==> config.mk <==
export PLATFORM = sky130hd
export DESIGN_NAME = uart_encode
export DESIGN_NICKNAME = d
export VERILOG_FILES = /design/src/rtl/uart_pkg.sv /design/src/rtl/uart_baud_cnt.sv /design/src/rtl/uart_encode.sv
export SDC_FILE = /design/constraint.sdc
export NUM_CORES = 1
export LEC_CHECK = 0
export CORE_MARGIN = 4
export CORE_UTILIZATION = 23
export DETAILED_ROUTE_END_ITERATION = 8
export PLACE_DENSITY = 0.53
export SYNTH_ARGS = -nofsm -noshare
export SYNTH_HDL_FRONTEND = slang
export SYNTH_SLANG_ARGS = --single-unit
==> constraint.sdc <==
create_clock -name clk -period 2.6 [get_ports clk]
set_clock_uncertainty 0.15 [all_clocks]
set_input_delay 0.65 -clock clk [delete_from_list [all_inputs] [get_ports clk]]
set_output_delay 0.65 -clock clk [all_outputs]
set_load 0.1 [all_outputs]
==> src/rtl/uart_pkg.sv <==
// Shared UART definitions: transmit FSM state encoding, frame geometry and default baud divisor.
package uart_pkg;

  localparam int UART_DATA_BITS      = 8;
  localparam int UART_BYTES_PER_WORD = 4;
  localparam int UART_CLKS_PER_BIT   = 434;  // 50 MHz / 115200

  typedef enum logic [2:0] {
    ST_IDLE   = 3'd0,
    ST_START  = 3'd1,
    ST_DATA   = 3'd2,
    ST_PARITY = 3'd3,
    ST_STOP   = 3'd4
  } uart_tx_state_t;

endpackage

==> src/rtl/uart_baud_cnt.sv <==
// Baud-interval counter: tick pulses on count CLKS_PER_BIT-1 and the count wraps to 0;
// clr holds the count at 0. Shared by the transmitter and the decode receiver.
module uart_baud_cnt
  import uart_pkg::*;
#(
  parameter int CLKS_PER_BIT = UART_CLKS_PER_BIT
) (
  input  logic clk,
  input  logic rst,
  input  logic clr,
  output logic tick
);

  localparam int CNT_W = (CLKS_PER_BIT > 1) ? $clog2(CLKS_PER_BIT) : 1;

  logic [CNT_W-1:0] cnt_q;

  assign tick = (cnt_q == CNT_W'(CLKS_PER_BIT - 1));

  // NOTE: sequential state uses <= so every flop samples pre-edge values regardless of block order.
  always_ff @(posedge clk or posedge rst) begin
    if (rst) begin
      cnt_q <= '0;
    end else if (clr || tick) begin
      cnt_q <= '0;
    end else begin
      cnt_q <= cnt_q + CNT_W'(1);
    end
  end

endmodule

==> src/rtl/uart_encode.sv <==
// UART transmitter: serialises 32-bit words as four LSB-first byte frames (8N1).
// Define UART_TX_PARITY_EN to insert an even-parity bit per byte (8E1).
module uart_encode
  import uart_pkg::*;
#(
  parameter int CLKS_PER_BIT = UART_CLKS_PER_BIT
) (
  input  logic        clk,
  input  logic        rst,
  input  logic [31:0] din,
  input  logic        din_valid,
  output logic        din_ready,
  output logic        tx,
  output logic        busy
);

  uart_tx_state_t state_q, state_d;
  logic [31:0]    word_q, word_d;
  logic [1:0]     byte_q, byte_d;
  logic [2:0]     bit_q, bit_d;
  logic           tx_q, tx_d;
  logic           tick;
`ifdef UART_TX_PARITY_EN
  logic           par_q, par_d;
`endif

  uart_baud_cnt #(
    .CLKS_PER_BIT(CLKS_PER_BIT)
  ) u_baud (
    .clk (clk),
    .rst (rst),
    .clr (state_q == ST_IDLE),
    .tick(tick)
  );

  // NOTE: every always_comb output gets a default first so no path leaves it unassigned (no latches).
  always_comb begin
    state_d = state_q;
    word_d  = word_q;
    byte_d  = byte_q;
    bit_d   = bit_q;
`ifdef UART_TX_PARITY_EN
    par_d   = par_q;
`endif
    case (state_q)
      ST_IDLE: begin
        if (din_valid) begin
          word_d  = din;
          byte_d  = '0;
          state_d = ST_START;
        end
      end
      ST_START: begin
        if (tick) begin
          bit_d   = '0;
`ifdef UART_TX_PARITY_EN
          par_d   = 1'b0;
`endif
          state_d = ST_DATA;
        end
      end
      ST_DATA: begin
        if (tick) begin
          word_d = word_q >> 1;
`ifdef UART_TX_PARITY_EN
          par_d  = par_q ^ word_q[0];
`endif
          if (bit_q == 3'(UART_DATA_BITS - 1)) begin
`ifdef UART_TX_PARITY_EN
            state_d = ST_PARITY;
`else
            state_d = ST_STOP;
`endif
          end else begin
            bit_d = bit_q + 3'd1;
          end
        end
      end
`ifdef UART_TX_PARITY_EN
      ST_PARITY: begin
        if (tick) state_d = ST_STOP;
      end
`endif
      ST_STOP: begin
        if (tick) begin
          if (byte_q == 2'(UART_BYTES_PER_WORD - 1)) begin
            state_d = ST_IDLE;
          end else begin
            byte_d  = byte_q + 2'd1;
            state_d = ST_START;
          end
        end
      end
      default: state_d = ST_IDLE;
    endcase

    // tx is registered from the next state so the line changes on the same edge as the FSM.
    case (state_d)
      ST_START:  tx_d = 1'b0;
      ST_DATA:   tx_d = word_d[0];
`ifdef UART_TX_PARITY_EN
      ST_PARITY: tx_d = par_d;
`endif
      default:   tx_d = 1'b1;
    endcase
  end

  always_ff @(posedge clk or posedge rst) begin
    if (rst) begin
      state_q <= ST_IDLE;
      word_q  <= '0;
      byte_q  <= '0;
      bit_q   <= '0;
      tx_q    <= 1'b1;
`ifdef UART_TX_PARITY_EN
      par_q   <= 1'b0;
`endif
    end else begin
      state_q <= state_d;
      word_q  <= word_d;
      byte_q  <= byte_d;
      bit_q   <= bit_d;
      tx_q    <= tx_d;
`ifdef UART_TX_PARITY_EN
      par_q   <= par_d;
`endif
    end
  end

  assign din_ready = (state_q == ST_IDLE);
  assign busy      = (state_q != ST_IDLE);
  assign tx        = tx_q;

endmodule

==> metrics.txt, run 1 <==
final WL=5.04 mm; clock buffers created by TritonCTS=5; all-layer global routing usage=0.0877; launching instance or port of the critical path=state_q[2]; clock-pin slew of the registers on the worst-case setup and hold paths=0.08 ns; min cycle time layout=2.28 ns; beginning of the worst register-to-register path=state_q[2]; Cells after Synth=199; pre-CTS WS=0.351 ns; number of warnings reported in the yosys synthesis log=0; kind of capture point of the worst setup path=output pin; number of DRC violations after detailed-routing iteration 0=78; horizontal extent of the die=110 um; Register-to-Register Path Depth=6; power density over the cells=558 nW/um2; I/O pin count=38; Bufs on Longest Clock Path=2; Max-cap violations=0; global-route congestion overflow total=0; internal cell power=1.23 mW; crit start category=register; post-layout worst setup margin=0.316 ns; unique cell type count in the Yosys netlist=33; Post-route DRC=0; post-DR wirelength/cell=13.6 um; Setup Viol. Count Final=0; CTS Hold Bufs=0; total cell area at the placement stage=2860 um2; Crit path required time=1.80 ns; number of global-route vias before repair=1652; weighted congestion at the end of routability-driven global placement=0.737; cell area after technology mapping=2370 um2; Static Leakage=1.49 nW; total negative slack=0 ns; antenna violations before repair=0; Slew Viols, Final=0; ant diodes=0; wire length of the first global-routing pass=8.22 mm; critical path cell sequence=or3_4, inv_2, buf_12; maximum vdd drop=0.216 mV; clock group share of total power=0.278; register-to-register setup slack=0.54 ns; end of the worst register-to-register path=word_q[28]; Post CTS Setup Buffer Count=0; die boundary height=110 um; area inside the core boundary=9910 um2; transition time of the tightest slew-check pin=0.361 ns; maximum net fanout on the critical path=10; largest net degree at the start of global routing=51; Critical Path Max Stage Delay=0.49 ns; capturing instance or port of the critical path=din_ready; nets@finish=276; post-synthesis net count=239; cell row count=36; result of the run=completed; share of power burned in combinational logic=0.141; post-cts repair resize count=0; unrepaired setup endpoints after global routing=false; master cell of the clock root buffer=clkbuf_8; Inst Count DP=362; switching component of the power=0.421 mW; DRT Pass-1 Iters=4; tightest slew margin relative to the limit=0.759; share of final-layout standard cells stronger than drive strength 1=0.110; number of H-tree branching levels=2; total clock sinks=50; final cell area excluding filler cells=2950 um2; Detail Route Antenna Nets=0; vias per cell=4.40; layout overhead on the synthesized area=24.4%; share of the clock period used by the worst path=0.878; Vias=1628; Sw Share=0.255; Mean Syn Cell Area=11.9 um2; share of the yosys chip area belonging to registers=0.527; Sequential Power Share=0.581; critical-path cell with the highest stage delay=dfrtp_1; CTS tree=yes; Initial Util=0.240; non-filler instance count after layout=370; Crit Path Category=register to output pin; number of storage elements in the synthesis netlist=50; floorplan die area=12000 um2; Hold/Removal Path Class=register to register; number of buffers added on ports=37; latest clock arrival within the worst-skew pair=0.30 ns; final hold violation count=0; post-detail-place hpwl=3.51 mm; achievable clock frequency=438 MHz; Arrival @ worst endpoint=1.48 ns
-- sequential cells by signal, summed over array words and instances, names as in the netlist --
| register | count |
|---|---|
| word_q | 32 |
| u_baud.cnt_q | 9 |
| bit_q | 3 |
| state_q | 3 |
| byte_q | 2 |
| tx | 1 |
-- stage by stage --
step | utilization | hold slack, ns | power, mW
2_1_floorplan | - | 0.300 | 1.10
3_3_place_gp | 0.289 | 0.310 | 1.20
3_5_place_dp | 0.289 | 0.316 | 1.21
4_1_cts | 0.298 | 0.337 | 1.68
5_1_grt | 0.298 | 0.351 | 1.75
6_report | 0.298 | 0.332 | 1.65
-- layout make-up --
type                    count  area (um2)
clock inverters             1        5.00
flip-flops and latches     50        1250
well taps                 133         166
inverters                   4        15.0
multi-input cells         133         991
repair buffers             42         438
clock buffers               7        86.3
fillers                  1028        6960
-- metal layers --
layer	part of all wire	GRT usage	wire length (um)
met5	0	0	0
met4	0.0077	0.0240	39
met1	0.52	0.124	2600
met3	0.053	0.0247	267
met2	0.42	0.130	2130
-- cells in the mapped netlist (all sizes together) --
cell,number,area share
mux2,2,0.0095
nand3,5,0.011
and3,2,0.0053
nor2b,4,0.011
buf,12,0.049
dfrtp,49,0.52
nor3b,2,0.0063
a21boi,1,0.0032
a21o,30,0.095
and2,2,0.0063
and4bb,1,0.0053
nor3,3,0.0063
o21ai,6,0.013
inv,4,0.0063
nor2,13,0.022
ha,5,0.026
nand3b,2,0.0063
a32o,1,0.0042
and4b,1,0.0042
xor2,2,0.0074
a2111oi,1,0.0063
dfstp,1,0.011
xnor2,5,0.018
a22oi,1,0.0053
a31oi,1,0.0026
a22o,34,0.13
or3,1,0.0047
nand4,1,0.0026
nand2,7,0.011
-- critical path: cells and delay by family, from the launching register on --
kind	cells	cell delay [ns]
flops	1	0.49
buf+inv	2	0.28
simple gates	1	0.42
-- placed cells by master, fill, tap and decap left out, types with 2 or more instances in the layout --
master | netlist | layout
mux2_2 | 2 | 2
a21o_1 | 30 | 30
xor2_1 | 2 | 2
nor2b_1 | 4 | 4
clkdlybuf4s50_1 | 0 | 34
nor3b_1 | 2 | 2
dfrtp_1 | 49 | 49
o21ai_0 | 6 | 6
buf_12 | 0 | 3
inv_2 | 1 | 2
buf_4 | 0 | 5
a22o_1 | 34 | 34
nand3b_1 | 2 | 2
nand3_1 | 5 | 5
nor2_1 | 12 | 12
nor3_1 | 3 | 3
nand2_1 | 7 | 7
xnor2_1 | 5 | 5
ha_1 | 5 | 5
clkbuf_8 | 0 | 6
inv_1 | 3 | 2
and3_1 | 2 | 2
-- power groups by stage --
stage	logic (mW)	clock network [mW]	registers (mW)
after detailed placement	0.236	0	0.973
after global routing	0.261	0.517	0.973
final	0.232	0.459	0.959
after CTS	0.237	0.481	0.959
after global placement	0.231	0	0.972
after floorplan	0.152	0	0.952
-- how the worst min path moves through the flow --
| stage | from | to | slack (ns) | depth (start not counted) |
|---|---|---|---|---|
| final | word_q[18] | word_q[18] | 0.33 | 1 |
| after CTS | word_q[23] | word_q[23] | 0.34 | 1 |
| after global placement | word_q[27] | word_q[27] | 0.31 | 1 |
| after global routing | word_q[9] | word_q[9] | 0.35 | 1 |
| after detailed placement | word_q[18] | word_q[18] | 0.32 | 1 |
| after floorplan | word_q[10] | word_q[10] | 0.30 | 1 |
-- cell families (layout without fill, tap and decap cells) --
family | after synthesis | after routing | share of synthesized area
and+or+nand+nor | 44 | 44 | 0.101
buffers and inverters | 16 | 54 | 0.0553
AOI/OAI and AO/OA | 75 | 75 | 0.254
adders and majority gates | 5 | 5 | 0.0263
muxes | 2 | 2 | 0.00948
xor gates and xnor gates | 7 | 7 | 0.0258
DFF | 50 | 50 | 0.527
Note: power is estimated with default switching activity, not from simulation.
==> inputs of run 2 (changes only) <==
Clock period 2.6 ns to 2.2 ns, I/O delays scaled along.
==> metrics.txt, run 2 (synthesis results as in run 1) <==
sum of internal, switching and leakage power=2.07 mW; share of power burned in combinational logic=0.188; wire length of the first global-routing pass=8.68 mm; critical path cell sequence=or3_4, inv_6, buf_12; power density over the cells=671 nW/um2; Hold Crit Start=word_q[23]; Inst Count DP=375; final WL=5.33 mm; share of final-layout standard cells stronger than drive strength 1=0.157; launching instance or port of the critical path=state_q[2]; Detail Route Antenna Nets=0; leading cell types in the layout, fill and taps excluded=49 x dfrtp_1, 34 x a22o_1, 34 x clkdlybuf4s50_1; registers with the highest flip-flop counts=word_q x32, u_baud.cnt_q x9; Setup Viol. Count Final=0; tightest slew margin relative to the limit=0.534; transition time of the tightest slew-check pin=0.697 ns; post-detail-place hpwl=3.66 mm; final cell area excluding filler cells=3080 um2; floorplan die area=12000 um2; number of buffers added on ports=37; Slew Viols, Final=0; Crit path required time=1.50 ns; die boundary height=110 um; ant diodes=0; Critical Path Max Stage Delay=0.45 ns; Sw Share=0.264; number of DRC violations after detailed-routing iteration 0=73; clock-pin slew of the registers on the worst-case setup and hold paths=0.10 ns; clock buffers created by TritonCTS=5; Sequential Power Share=0.532; antenna violations before repair=0; uppermost signal routing layer after detailed routing=met4; Vias=1719; number of H-tree branching levels=2; maximum net fanout on the critical path=3; Max-cap violations=0; CTS tree=yes; I/O pin count=38; most frequent standard cell in the layout excluding fill and tap cells=dfrtp_1; maximum vdd drop=0.277 mV; DRT Pass-1 Iters=4; largest net degree at the start of global routing=36; Met3 Wirelength=248 um; min cycle time layout=2.11 ns; detailed-route wire length on metal 1=2.69 mm; latest clock arrival within the worst-skew pair=0.31 ns; total cell area at the placement stage=2980 um2; kind of capture point of the worst setup path=output pin; internal cell power=1.52 mW; weighted congestion at the end of routability-driven global placement=0.773; Crit Path Category=register to output pin; post-DR wirelength/cell=14.0 um; area inside the core boundary=9910 um2; Arrival @ worst endpoint=1.41 ns; number of global-route vias before repair=1724; nets@finish=288; cell row count=36; Reg with most FFs=word_q; critical-path cell with the highest stage delay=or3_4; all-layer global routing usage=0.0924; met2 routed WL=2.35 mm; master cell of the clock root buffer=clkbuf_8; crit start category=register; final hold violation count=0; non-filler instance count after layout=382; global-route congestion overflow total=0; vias per cell=4.50; Bufs on Longest Clock Path=2; cell class contributing the biggest share of worst-path delay=simple AND/OR/NAND/NOR gates; unrepaired setup endpoints after global routing=false; clock group share of total power=0.281; Hold/Removal Path Class=register to register; result of the run=completed; achievable clock frequency=474 MHz; CTS Hold Bufs=0; worst path bufs/invs=2; Initial Util=0.240; layout overhead on the synthesized area=29.7%; horizontal extent of the die=110 um; beginning of the worst register-to-register path=state_q[2]; max reg flops=32; share of the clock period used by the worst path=0.959; Post-route DRC=0; Static Leakage=1.56 nW; switching component of the power=0.546 mW; total clock sinks=50
==> run 2: through the flow <==
stage,TNS (ns),util,hold WS [ns],worst slack [ns]
2_1_floorplan,0,-,0.300,0.0431
3_3_place_gp,-9.82,0.301,0.309,-0.333
3_5_place_dp,-10.33,0.301,0.317,-0.359
4_1_cts,0,0.312,0.340,0.00810
5_1_grt,0,0.311,0.357,0.000967
6_report,0,0.311,0.335,0.0907
==> run 2: what timing repair did <==
action | in CTS | in global routing
hold endpoints to repair | 0 | 0
gates resized for setup | 1 | 1
endpoints found under the setup margin | 32 | 5
gates cloned | 0 | 0
setup buffers | 1 | 0
pin swaps | 1 | 1
==> run 2: area by class of cell <==
type,instances,area (um2)
inverter,4,20.0
sequential,50,1250
clock inverter,2,17.5
tap,133,166
timing repair buffer,54,544
fill,1042,6830
multi-input combinational,133,996
clock buffer,6,82.6
==> run 2: path summary, 6_finish.rpt <==
path / end / slack (ns) / depth (start not counted)
hold / removal: word_q[23] / 0.34 / 1
hold reg to reg: word_q[23] / 0.34 / 1
setup / recovery: din_ready / 0.09 / 3
max in group asynchronous: byte_q[1] / 1.04 / 3
setup reg to reg: tx / 0.18 / 6
min in group asynchronous: state_q[0] / 0.38 / 2
==> run 2: power by group through the flow <==
stage / clock network, mW / registers [mW] / logic [mW]
after detailed placement: 0 / 1.12 / 0.392
after global routing: 0.647 / 1.11 / 0.444
final: 0.580 / 1.10 / 0.388
after CTS: 0.603 / 1.10 / 0.396
after global placement: 0 / 1.11 / 0.384
after floorplan: 0 / 1.13 / 0.179
==> run 2: routing by layer <==
layer | GRT usage | up-vias
met5 | 0 | -
met4 | 0.0214 | 0
met3 | 0.0217 | 5
met2 | 0.136 | 36
met1 | 0.137 | 850
li1 | - | 828
==> inputs of run 3 (changes only) <==
Settings changed: ABC_AREA set to 1, GPL_TIMING_DRIVEN set to 0, MAX_ROUTING_LAYER set to met4.
==> metrics.txt, run 3 <==
internal cell power=1.34 mW; clock-pin slew of the registers on the worst-case setup and hold paths=0.09 ns; critical-path cell with the highest stage delay=dfrtp_1; non-filler instance count after layout=479; number of warnings reported in the yosys synthesis log=0; crit start category=register; top_reg_cell synth=dfrtp_1; clock group share of total power=0.400; result of the run=completed; beginning of the worst register-to-register path=state_q[2]; latest clock arrival within the worst-skew pair=0.31 ns; Post-route DRC=0; number of DRC violations after detailed-routing iteration 0=81; Inst Count DP=472; tightest slew margin relative to the limit=0.640; die boundary height=110 um; Reg with most FFs=word_q; total clock sinks=50; horizontal extent of the die=110 um; area inside the core boundary=10300 um2; sum of internal, switching and leakage power=1.67 mW; Hold/Removal Path Class=register to register; Max-cap violations=0; number of H-tree branching levels=2; Crit Path Category=register to output pin; post-layout worst setup margin=0.106 ns; kind of capture point of the worst setup path=output pin; I/O pin count=38; max reg flops=32; most frequent standard cell in the layout excluding fill and tap cells=nand2_1; number of fill cells in the layout=1114; pre-CTS WS=-0.445 ns; final hold violation count=0; Post CTS Setup Buffer Count=0; launching instance or port of the critical path=state_q[2]; total negative slack=0 ns; achievable clock frequency=478 MHz; Bufs on Longest Clock Path=2; CTS tree=yes; cell area after technology mapping=2410 um2; unique cell type count in the Yosys netlist=24; antenna violations before repair=0; min cycle time layout=2.09 ns; master cell of the clock root buffer=clkbuf_8; power density over the cells=540 nW/um2; registers with the highest flip-flop counts=word_q x32, u_baud.cnt_q x9; Static Leakage=1.39 nW; number of global-route vias before repair=1967; register-to-register setup slack=0.55 ns; Sw Share=0.198; Initial Util=0.234; Critical Path Max Stage Delay=0.46 ns; share of power burned in combinational logic=0.050; share of final-layout standard cells stronger than drive strength 1=0.125; largest net degree at the start of global routing=31; number of buffers added on ports=37; all-layer global routing usage=0.0969; layout overhead on the synthesized area=28.3%; nets@finish=383; Slew Viols, Final=0; clock buffers created by TritonCTS=5; capturing instance or port of the critical path=busy; unrepaired setup endpoints after global routing=false; most frequent cell after synthesis=nand2_1; ant diodes=0; cell row count=37; CTS Hold Bufs=0; critical path cell sequence=nor2_2, nand2_4, buf_2; Setup Viol. Count Final=0; Cells after Synth=298; share of the clock period used by the worst path=0.952; post-cts repair resize count=14; Crit path required time=1.50 ns; Register-to-Register Path Depth=6; Arrival @ worst endpoint=1.39 ns; post-DR wirelength/cell=11.1 um; end of the worst register-to-register path=word_q[22]; proportion of netlist area held by the largest area contributor=0.509; post-synthesis net count=338; floorplan die area=12200 um2; final WL=5.31 mm; switching component of the power=0.331 mW; maximum net fanout on the critical path=4; register area=1250 um2; most common library cells after synthesis=120 x nand2_1, 49 x dfrtp_1, 45 x nand3_1, 18 x inv_1, 16 x nor2_1; wire length of the first global-routing pass=9.10 mm; maximum vdd drop=0.269 mV; weighted congestion at the end of routability-driven global placement=0.802; Vias=1998; share of flip-flops with an asynchronous set or reset after synthesis=1.00; number of storage elements in the synthesis netlist=50; vias per cell=4.17; share of the yosys chip area belonging to registers=0.520; synth top area cells=dfrtp_1 51%, nand2_1 19%, nand3_1 9.3%, inv_1 2.8%, ha_1 2.6%; transition time of the tightest slew-check pin=0.543 ns; Post-synth EDFFs=0; library cell with the largest summed area after synthesis=dfrtp_1; post-detail-place hpwl=3.95 mm; utilization after layout=0.301; global-route congestion overflow total=0; leading cell types in the layout, fill and taps excluded=119 x nand2_1, 49 x dfrtp_1, 45 x nand3_1; Mean Syn Cell Area=8.09 um2; Sequential Power Share=0.550; area of the multi-input gates=1010 um2; DRT Pass-1 Iters=6; Detail Route Antenna Nets=0
==> run 3: cell count changes after synthesis, sizes merged, moves of 9 or more <==
cell,previous run,this run
nand2,7,126
a21o,30,0
a22o,34,0
nand3,5,47
inv,4,23
nor2,13,22
==> run 3: power by group through the flow <==
stage / registers [mW] / clock network, mW / logic (mW)
CTS: 0.918 / 0.685 / 0.0867
finish: 0.918 / 0.668 / 0.0832
floorplan: 0.936 / 0 / 0.0138
global route: 0.919 / 0.737 / 0.0910
detailed placement: 0.936 / 0 / 0.0863
global placement: 0.937 / 0 / 0.0814
==> run 3: stage by stage <==
stage	instance area, um2	hold slack [ns]
2_1_floorplan	2420	0.292
3_3_place_gp	2960	0.311
3_5_place_dp	2980	0.319
4_1_cts	3090	0.338
5_1_grt	3090	0.364
6_report	3090	0.334
==> run 3: cells by family (layout without fill, tap and decap cells) <==
family	count (synthesis)	after routing	share of synthesized area
AND/OR/NAND/NOR	201	201	0.365
flip-flops	50	50	0.520
buffers and inverters	32	77	0.0654
AO/OA/AOI/OAI	9	9	0.0202
adder cells (fa/ha/maj)	5	5	0.0260
XOR/XNOR	1	1	0.00364
==> run 3: area by class of cell <==
| class | instances | area share |
|---|---|---|
| plain buffers | 9 | 0.0231 |
| clock buffers | 6 | 0.0267 |
| clock inverters | 1 | 0.00971 |
| inverters | 23 | 0.0291 |
| multi-input cells | 216 | 0.326 |
| flip-flops and latches | 50 | 0.405 |
| well taps | 136 | 0.0550 |
| repair buffers | 38 | 0.125 |
==> run 3: how the worst min path moves through the flow <==
| stage | slack, ns | end | from | cells past startpoint |
|---|---|---|---|---|
| floorplan | 0.29 | word_q[31] | word_q[31] | 2 |
| global placement | 0.31 | bit_q[1] | bit_q[1] | 2 |
| detailed placement | 0.32 | word_q[15] | word_q[15] | 2 |
| CTS | 0.34 | bit_q[0] | bit_q[0] | 1 |
| global route | 0.36 | bit_q[2] | bit_q[2] | 2 |
| finish | 0.33 | bit_q[0] | bit_q[0] | 1 |
==> run 3: worst max-delay path: cells and delay by family (launching register included) <==
kind / cells / cell delay (ns)
buf+inv: 1 / 0.44
flops: 1 / 0.46
simple gates: 2 / 0.20
==> run 3: routing by layer <==
metal  share of wire  track usage  vias up  wire length [um]
met1            0.49        0.133      933              2610
met3           0.050       0.0245        6               268
met4          0.0064       0.0211        0                34
met5               0            -        -                 0
li1                -            -     1022                 -
met2            0.45        0.146       37              2400
